==> src/rtl/corescore_uart_tx.sv <==
// AXI-Stream byte to UART TX serializer with a one-byte holding register.
// Optional even parity bit (8E1) when CORESCORE_UART_PARITY_EN is defined.
module corescore_uart_tx #(
  parameter int CLKS_PER_BIT = 139
) (
  input  logic       i_clk,
  input  logic       i_rst_n,
  input  logic [7:0] i_tdata,
  input  logic       i_tlast,
  input  logic       i_tvalid,
  output logic       o_tready,
  output logic       o_uart_tx,
  output logic       o_busy,
  output logic       o_frame_done
);

  // state  | meaning
  // IDLE   | line high, waiting for a held byte
  // START  | start bit (0)
  // DATA   | 8 data bits, LSB first
  // PARITY | even parity bit (parity build only)
  // STOP   | stop bit (1); reload from holding register or go idle

  localparam int CW = (CLKS_PER_BIT > 1) ? $clog2(CLKS_PER_BIT) : 1;
  localparam logic [CW-1:0] CNT_MAX = CW'(CLKS_PER_BIT - 1);

`ifdef CORESCORE_UART_PARITY_EN
  typedef enum logic [2:0] {IDLE, START, DATA, PARITY, STOP} state_t;
`else
  typedef enum logic [2:0] {IDLE, START, DATA, STOP} state_t;
`endif

  state_t        state_q, state_d;
  logic [CW-1:0] cnt_q, cnt_d;
  logic [2:0]    idx_q, idx_d;
  logic [7:0]    shift_q, shift_d;
  logic          last_q, last_d;
  logic [7:0]    hold_data_q, hold_data_d;
  logic          hold_last_q, hold_last_d;
  logic          hold_valid_q, hold_valid_d;
  logic          tx_q, tx_d;
  logic          tready_q, tready_d;
  logic          busy_q, busy_d;
  logic          done_q, done_d;
  logic          tick, accept, load;
`ifdef CORESCORE_UART_PARITY_EN
  logic          parity_q, parity_d;
`endif

  assign tick   = (cnt_q == CNT_MAX);
  assign accept = i_tvalid && tready_q;

  always_comb begin
    state_d      = state_q;
    cnt_d        = cnt_q;
    idx_d        = idx_q;
    shift_d      = shift_q;
    last_d       = last_q;
    hold_data_d  = hold_data_q;
    hold_last_d  = hold_last_q;
    hold_valid_d = hold_valid_q;
    done_d       = 1'b0;
    load         = 1'b0;
`ifdef CORESCORE_UART_PARITY_EN
    parity_d     = parity_q;
`endif

    if (state_q == IDLE) cnt_d = '0;
    else                 cnt_d = tick ? '0 : cnt_q + CW'(1);

    case (state_q)
      IDLE: begin
        if (hold_valid_q) load = 1'b1;
      end
      START: begin
        if (tick) begin
          state_d = DATA;
          idx_d   = 3'd0;
        end
      end
      DATA: begin
        if (tick) begin
          shift_d = {1'b0, shift_q[7:1]};
          idx_d   = idx_q + 3'd1;
`ifdef CORESCORE_UART_PARITY_EN
          if (idx_q == 3'd7) state_d = PARITY;
`else
          if (idx_q == 3'd7) state_d = STOP;
`endif
        end
      end
`ifdef CORESCORE_UART_PARITY_EN
      PARITY: begin
        if (tick) state_d = STOP;
      end
`endif
      STOP: begin
        if (tick) begin
          done_d = last_q;
          if (hold_valid_q) load = 1'b1;
          else              state_d = IDLE;
        end
      end
      default: state_d = IDLE;
    endcase

    if (load) begin
      state_d      = START;
      cnt_d        = '0;
      shift_d      = hold_data_q;
      last_d       = hold_last_q;
      hold_valid_d = 1'b0;
`ifdef CORESCORE_UART_PARITY_EN
      parity_d     = ^hold_data_q;
`endif
    end

    // tready is low whenever hold_valid is set, so accept never overlaps load
    if (accept) begin
      hold_data_d  = i_tdata;
      hold_last_d  = i_tlast;
      hold_valid_d = 1'b1;
    end

    case (state_d)
      START:   tx_d = 1'b0;
      DATA:    tx_d = shift_d[0];
`ifdef CORESCORE_UART_PARITY_EN
      PARITY:  tx_d = parity_d;
`endif
      default: tx_d = 1'b1;
    endcase

    tready_d = !hold_valid_d;
    busy_d   = hold_valid_d || (state_d != IDLE);
  end

  always_ff @(posedge i_clk or negedge i_rst_n) begin
    if (!i_rst_n) begin
      state_q      <= IDLE;
      cnt_q        <= '0;
      idx_q        <= 3'd0;
      shift_q      <= 8'd0;
      last_q       <= 1'b0;
      hold_data_q  <= 8'd0;
      hold_last_q  <= 1'b0;
      hold_valid_q <= 1'b0;
      tx_q         <= 1'b1;
      tready_q     <= 1'b1;
      busy_q       <= 1'b0;
      done_q       <= 1'b0;
`ifdef CORESCORE_UART_PARITY_EN
      parity_q     <= 1'b0;
`endif
    end else begin
      state_q      <= state_d;
      cnt_q        <= cnt_d;
      idx_q        <= idx_d;
      shift_q      <= shift_d;
      last_q       <= last_d;
      hold_data_q  <= hold_data_d;
      hold_last_q  <= hold_last_d;
      hold_valid_q <= hold_valid_d;
      tx_q         <= tx_d;
      tready_q     <= tready_d;
      busy_q       <= busy_d;
      done_q       <= done_d;
`ifdef CORESCORE_UART_PARITY_EN
      parity_q     <= parity_d;
`endif
    end
  end

  assign o_uart_tx    = tx_q;
  assign o_tready     = tready_q;
  assign o_busy       = busy_q;
  assign o_frame_done = done_q;

endmodule

==> config.mk <==
export PLATFORM = sky130hd
export DESIGN_NAME = corescore_uart_tx
export DESIGN_NICKNAME = d
export VERILOG_FILES = /design/src/rtl/corescore_uart_tx.sv
export SDC_FILE = /design/constraint.sdc
export NUM_CORES = 1
export LEC_CHECK = 0
export CAP_MARGIN = 20
export CORE_ASPECT_RATIO = 2
export CORE_MARGIN = 2
export CORE_UTILIZATION = 55
export CTS_CLUSTER_SIZE = 16
export DETAILED_ROUTE_END_ITERATION = 8
export GPL_ROUTABILITY_DRIVEN = 0
export PLACE_DENSITY = 0.77
export SETUP_SLACK_MARGIN = 0.5
export SYNTH_ARGS = -nofsm -noshare
export SYNTH_HDL_FRONTEND = slang
export SYNTH_SLANG_ARGS = --single-unit
==> constraint.sdc <==
create_clock -name i_clk -period 5 [get_ports i_clk]
set_input_delay 0.5 -clock i_clk [delete_from_list [all_inputs] [get_ports i_clk]]
set_output_delay 0.5 -clock i_clk [all_outputs]
set_load 0.01 [all_outputs]
==> results.md, run 1 <==
* Largest net degree at the start of global routing at 38
* # setup viols final at 0
* First-pass GRT wire length at 5630 microns
* Design Area, Final at 1980 sq um
* Vias in the first global route at 1278
* DR vias at 1170
* Critical Path RT at 5.17 ns
* Yosys top cell by area: dfrtp_1
* Slew Limit Fails at 0
* Crit path capture: shift_q[0]$_DFF_PN0_
* Crit Path Class: reg -> reg
* Min cycle time layout at 2.13 ns
* Die ar. at 3640 sq um
* Synthesized cell area at 1730 sq um
* Drc violations at 0
* Period utilization at 42.5%
* Slew @ Worst Pin at 0.932 ns
* Top cells by area, synth: dfrtp_1, mux2_2, a221o_1, dfstp_2, ha_1
* Relative slew slack at 37.4%
* Area grow syn2layout at 14.7%
* Syn avg cell area at 11.8 sq um
* Reg2reg end: shift_q[0]$_DFF_PN0_
* Mapped Cells at 146
* Register area share after synthesis at 53.7%
* Count of different cell masters after synthesis at 40
* Top-Level Pins at 16
* CTS tree: built
* Reg2Reg Launch Point: cnt_q[4]$_DFF_PN0_
* Die height at 83.3 microns
* Yosys top cell area share at 50.7%
* Htree depth at 2
* Max_cap viols at 0
* Antenna violations before repair at 0
* Core ar. at 2980 sq um
* N_diodes at 0
* Worst-path maximum fanout at 8
* Wire length per cell at 16.9 microns
* DRT Pass-1 Iters at 4
* Leakage Power at 0.878 nW
* Root buf cell: clkbuf_8
* Via density at 6.03
* Post_cts resized at 0
* Dpl cell area at 1900 sq um
* Crit path DAT at 2.30 ns
* WL final at 3280 microns
* Die W at 43.6 microns
* GRT Util Overall at 21.0%
* RSZ-0062 raised after global routing: no
* Reg2Reg Depth at 4
* Final hold violation count at 0
* EDFF count, synth at 0
* PortBufs at 15
* Post-CTS Setup Inserts at 0
* Setup_tns at 0 ns
* Num CTS Buffers at 5
* Pwr Total at 0.873 mW
* Clock Path Buffers at 2
* FFs w/ async S/R, synth at 100%
* Clock slew at reported path FFs at 0.07 ns
* Yosys Warn Count at 0
* HPWL after detailed placement at 2490 microns
* Clock Sinks at 37
* Critical Path End Type: flop
* Most common cell after layout, fill and taps aside: dfrtp_1
* Share of cells above drive strength 1 at 20.1%
* Flops & latches, synth at 37
* Power per cell area at 440 nW/um^2
* Worst skew pair latency at 0.29 ns
* GRT overflow at 0
* Core Util, Final at 66.6%
* DRT iter0 DRCs at 19
* Worst vdd ir at 0.315 mV
* Detail Route Antenna Nets at 0
* Syn_nets at 162
* Status: complete, no violations
* Layout net count at 179
* Reg2Reg Setup Slack at 2.87 ns
* CTS Hold Bufs at 0
* Main flop type after synthesis: dfrtp_1
* Row count at 28
* Clock skew at 0.00904 ns
* Most frequent cells in the layout: dfrtp_1, clkdlybuf4s50_1, mux2_2
* Worst setup path start: cnt_q[4]$_DFF_PN0_
* Critical Path Start Type: flop
* Initial Util at 58.1%
* Max Freq at 0.471 GHz
* Worst Hold Class: reg -> reg
-- synth_stat cells (2+ instances only) --
cell type	instances
dfrtp_1	35
mux2_2	10
nor2_1	9
nor2b_1	7
a221o_1	6
nand2_1	6
and2_2	5
clkbuf_1	5
nand3_1	5
a31oi_1	4
and2_1	4
ha_1	4
xor2_1	4
a21oi_1	3
inv_1	3
o21ai_0	3
o2bb2ai_1	3
o31ai_1	3
and3_1	2
dfstp_2	2
nand4_1	2
nor3_1	2
xnor2_1	2
-- worst max-delay path, stage by stage (launching register included) --
cell and delay, ns:
dfrtp_1 0.45, or4b_4 0.59, nor3_4 0.34, mux2_4 0.34, mux2_1 0.28
-- per-stage QoR --
| step | hold WS (ns) | setup WS [ns] | std cells |
|---|---|---|---|
| 2_1_floorplan | 0.204 | 2.98 | 146 |
| 3_3_place_gp | 0.486 | 2.91 | 186 |
| 3_5_place_dp | 0.494 | 2.88 | 186 |
| 4_1_cts | 0.510 | 2.87 | 194 |
| 5_1_grt | 0.534 | 2.79 | 194 |
| 6_report | 0.503 | 2.87 | 194 |
-- layout make-up --
| class | count | area (sq um) |
|---|---|---|
| repair buffers | 16 | 158 |
| clock inverters | 2 | 10.0 |
| flip-flops and latches | 37 | 928 |
| well taps | 30 | 37.5 |
| clock buffers | 6 | 72.6 |
| fillers | 225 | 995 |
| multi-input cells | 100 | 766 |
| inverters | 3 | 11.3 |
-- flip-flops by register name, summed over array words and instances, names as in the netlist, 3 cells and up --
register	flops
shift_q	8
cnt_q	8
state_q	3
idx_q	3
hold_data_q	8
-- cell families (layout without fill, tap and decap cells) --
logic type | Yosys count | after routing | share of synthesized area, %
xor+xnor | 6 | 6 | 3.04
compound gates | 27 | 27 | 11.9
flops | 37 | 37 | 53.7
mux | 12 | 12 | 8.03
buf+inv | 9 | 27 | 2.03
other cells | 1 | 1 | 0.217
simple gates | 50 | 50 | 18.2
fa+ha+maj | 4 | 4 | 2.89
-- worst min-delay path by stage --
stage	startpoint	to	slack (ns)	cells after the start
2_1_floorplan	i_rst_n	cnt_q[0]$_DFF_PN0_	0.20	0
3_3_place_gp	hold_last_q$_DFFE_PN0P_	last_q$_DFFE_PN0P_	0.49	1
3_5_place_dp	hold_last_q$_DFFE_PN0P_	hold_last_q$_DFFE_PN0P_	0.49	1
4_1_cts	hold_last_q$_DFFE_PN0P_	hold_last_q$_DFFE_PN0P_	0.51	1
5_1_grt	hold_last_q$_DFFE_PN0P_	hold_last_q$_DFFE_PN0P_	0.53	1
6_report	hold_last_q$_DFFE_PN0P_	last_q$_DFFE_PN0P_	0.50	1
-- metal layers --
metal	up-vias	global-route usage, %	wire (microns)	share of wire [%]
met3	9	5.00	88	2.7
met4	0	12.1	90	2.7
met2	18	36.5	1920	58
met5	-	0	0	0
li1	559	-	-	-
met1	584	21.3	1190	36
-- report_power, final --
| group | total, mW | internal (mW) | switching (mW) |
|---|---|---|---|
| combinational | 0.211 | 0.124 | 0.0862 |
| sequential | 0.466 | 0.400 | 0.0662 |
| clock | 0.196 | 0.0964 | 0.0996 |
(Power assumes the default switching activity.)
==> run 2: changes to the inputs <==
- clock period: 5 -> 2.08 ns (I/O delays scaled with it)
==> results.md, run 2 (same netlist as run 1, synthesis figures left out) <==
* HPWL after detailed placement at 2540 microns (+1.9%)
* Worst path slowest cell: or4b_4
* Worst skew pair latency at 0.30 ns (about the same)
* Root buf cell: clkbuf_8
* Via density at 6.07 (+0.62%)
* Layout net count at 205 (+15%)
* Row count at 28 (unchanged)
* Critical Path End Type: flop
* Area grow syn2layout at 37.5%
* Cell family with most CP delay: simple AND/OR/NAND/NOR gates
* Place WS at 0.161 ns (-2.72 ns)
* Max_cap viols at 0 (unchanged)
* Critical Path Start Type: flop
* # setup viols final at 0 (unchanged)
* Core ar. at 2980 sq um (unchanged)
* WL final at 4100 microns (+25%)
* Setup_tns at 0 ns (unchanged)
* Setup ws final at 0.221 ns (-2.65 ns)
* Core Util, Final at 79.8% (+13 points)
* Worst-path maximum fanout at 2 (-6)
* Final hold slack at 0.320 ns (-0.183 ns)
* Reg2reg end: shift_q[0]$_DFF_PN0_
* Num CTS Buffers at 5 (unchanged)
* Design Area, Final at 2380 sq um (+20%)
* N_diodes at 0 (unchanged)
* Clock Sinks at 37 (unchanged)
* Clock slew at reported path FFs at 0.08 ns (about the same)
* CTS tree: built
* Final hold violation count at 0 (unchanged)
* DRT iter0 DRCs at 38 (+19)
* Clock Path Buffers at 2 (unchanged)
* Crit-path most repeated cell: mux2_4
* Worst path bufs/invs at 0 (unchanged)
* Crit path DAT at 2.04 ns (-0.26 ns)
* Period utilization at 89.4% (+47 points)
* Reg2Reg Setup Slack at 0.22 ns (-2.65 ns)
* Largest net degree at the start of global routing at 38 (unchanged)
* DRT Pass-1 Iters at 5 (+1)
* Power per cell area at 1070 nW/um^2 (+140%)
* Top Registers: cnt_q x8, hold_data_q x8, shift_q x8
* Worst Hold Class: in -> async
* Fill count at 172 (-24%)
* CP peak stage delay at 0.57 ns (-0.02 ns)
* Clock skew at 0.0119 ns (+0.00284 ns)
* Wire length per cell at 18.6 microns (+10%)
* GRT Util Overall at 23.7% (+2.7 points)
* Die W at 43.6 microns (unchanged)
* Detail Route Antenna Nets at 0 (unchanged)
* Antenna violations before repair at 0 (unchanged)
* CTS Hold Bufs at 0 (unchanged)
* Drc violations at 0 (unchanged)
* Critical Path RT at 2.26 ns (-2.91 ns)
* Leakage Power at 1.08 nW (+23%)
* Slew Limit Fails at 0 (unchanged)
* Initial Util at 58.1% (unchanged)
* PortBufs at 15 (unchanged)
* Die height at 83.3 microns (unchanged)
* Most common cell after layout, fill and taps aside: dfrtp_1
* Top-Level Pins at 16 (unchanged)
* Status: complete, no violations
* GRT overflow at 0 (unchanged)
* Htree depth at 2 (unchanged)
* Vias in the first global route at 1372 (+7.4%)
* Crit Path Class: reg -> reg
* Multi-input logic area at 890 sq um (+16%)
* Reg2Reg Launch Point: cnt_q[6]$_DFF_PN0_
* Reg area at 935 sq um (+0.67%)
* Min cycle time layout at 1.86 ns (-0.266 ns)
* Die ar. at 3640 sq um (unchanged)
* Most frequent cells in the layout: dfrtp_1, buf_4, clkdlybuf4s50_1
* Dpl cell area at 1970 sq um (+3.6%)
* Worst vdd ir at 0.895 mV (+180%)
* Max Freq at 0.538 GHz (+14%)
* Reg2Reg Depth at 4 (unchanged)
* RSZ-0062 raised after global routing: yes
* DR vias at 1335 (+14%)
* First-pass GRT wire length at 6290 microns (+12%)
* Crit path cell chain: or4b_4 -> nor3_4 -> mux2_4 -> mux2_4
* Share of cells above drive strength 1 at 42.6% (+23 points)
[run 2: changes by cell type in the layout (fill, tap and decap cells not counted), moves of 3 or more]
cell       before  now
o2bb2ai_2       0    3
buf_6           0    7
dfrtp_1        35   30
o2bb2ai_1       3    0
and2_4          0    3
dfrtp_2         0    5
buf_4           1   19
[run 2: layer usage]
metal | wire [microns] | track usage [%]
met2 | 2310 | 42.1
met1 | 1430 | 23.1
met5 | 0 | 0
met3 | 148 | 5.65
met4 | 206 | 13.8
[run 2: cell type report]
type                    count  area share (%)
well taps                  30            1.58
repair buffers             41            15.6
inverters                   3           0.474
flip-flops and latches     37            39.3
clock inverters             3            2.74
multi-input cells         101            37.4
clock buffers               5            2.89
[run 2: worst max-delay path by stage]
stage / from / to / cells after the start
2_1_floorplan: cnt_q[6]$_DFF_PN0_ / shift_q[0]$_DFF_PN0_ / 4
3_5_place_dp: cnt_q[5]$_DFF_PN0_ / idx_q[0]$_DFFE_PN0P_ / 5
4_1_cts: cnt_q[6]$_DFF_PN0_ / shift_q[0]$_DFF_PN0_ / 4
3_3_place_gp: cnt_q[0]$_DFF_PN0_ / shift_q[3]$_DFFE_PN0P_ / 6
6_report: cnt_q[6]$_DFF_PN0_ / shift_q[0]$_DFF_PN0_ / 4
5_1_grt: cnt_q[6]$_DFF_PN0_ / shift_q[0]$_DFF_PN0_ / 4
[run 2: report_power, final]
group | switching [mW] | leakage [nW] | internal [mW]
clock network | 0.260 | 0.0681 | 0.476
registers | 0.145 | 0.454 | 0.962
logic | 0.294 | 0.560 | 0.401
total | 0.698 | 1.08 | 1.84
[run 2: through the flow]
| step | instances | power, mW |
|---|---|---|
| final | 220 | 2.54 |
| after detailed placement | 193 | 1.67 |
| after global routing | 220 | 2.67 |
| after floorplan | 146 | 1.47 |
| after global placement | 193 | 1.64 |
| after CTS | 212 | 2.48 |
[run 2: worst reg2reg max path: stages, from the launching register on]
cell and delay, ns:
dfrtp_2 0.41, or4b_4 0.57, nor3_4 0.17, mux2_4 0.32, mux2_4 0.27
[run 2: repair_timing]
item,in CTS,in global routing
setup buffers,11,7
gates cloned,0,1
resized for setup,18,19
pin swaps,5,9
endpoints found under the setup margin,24,26
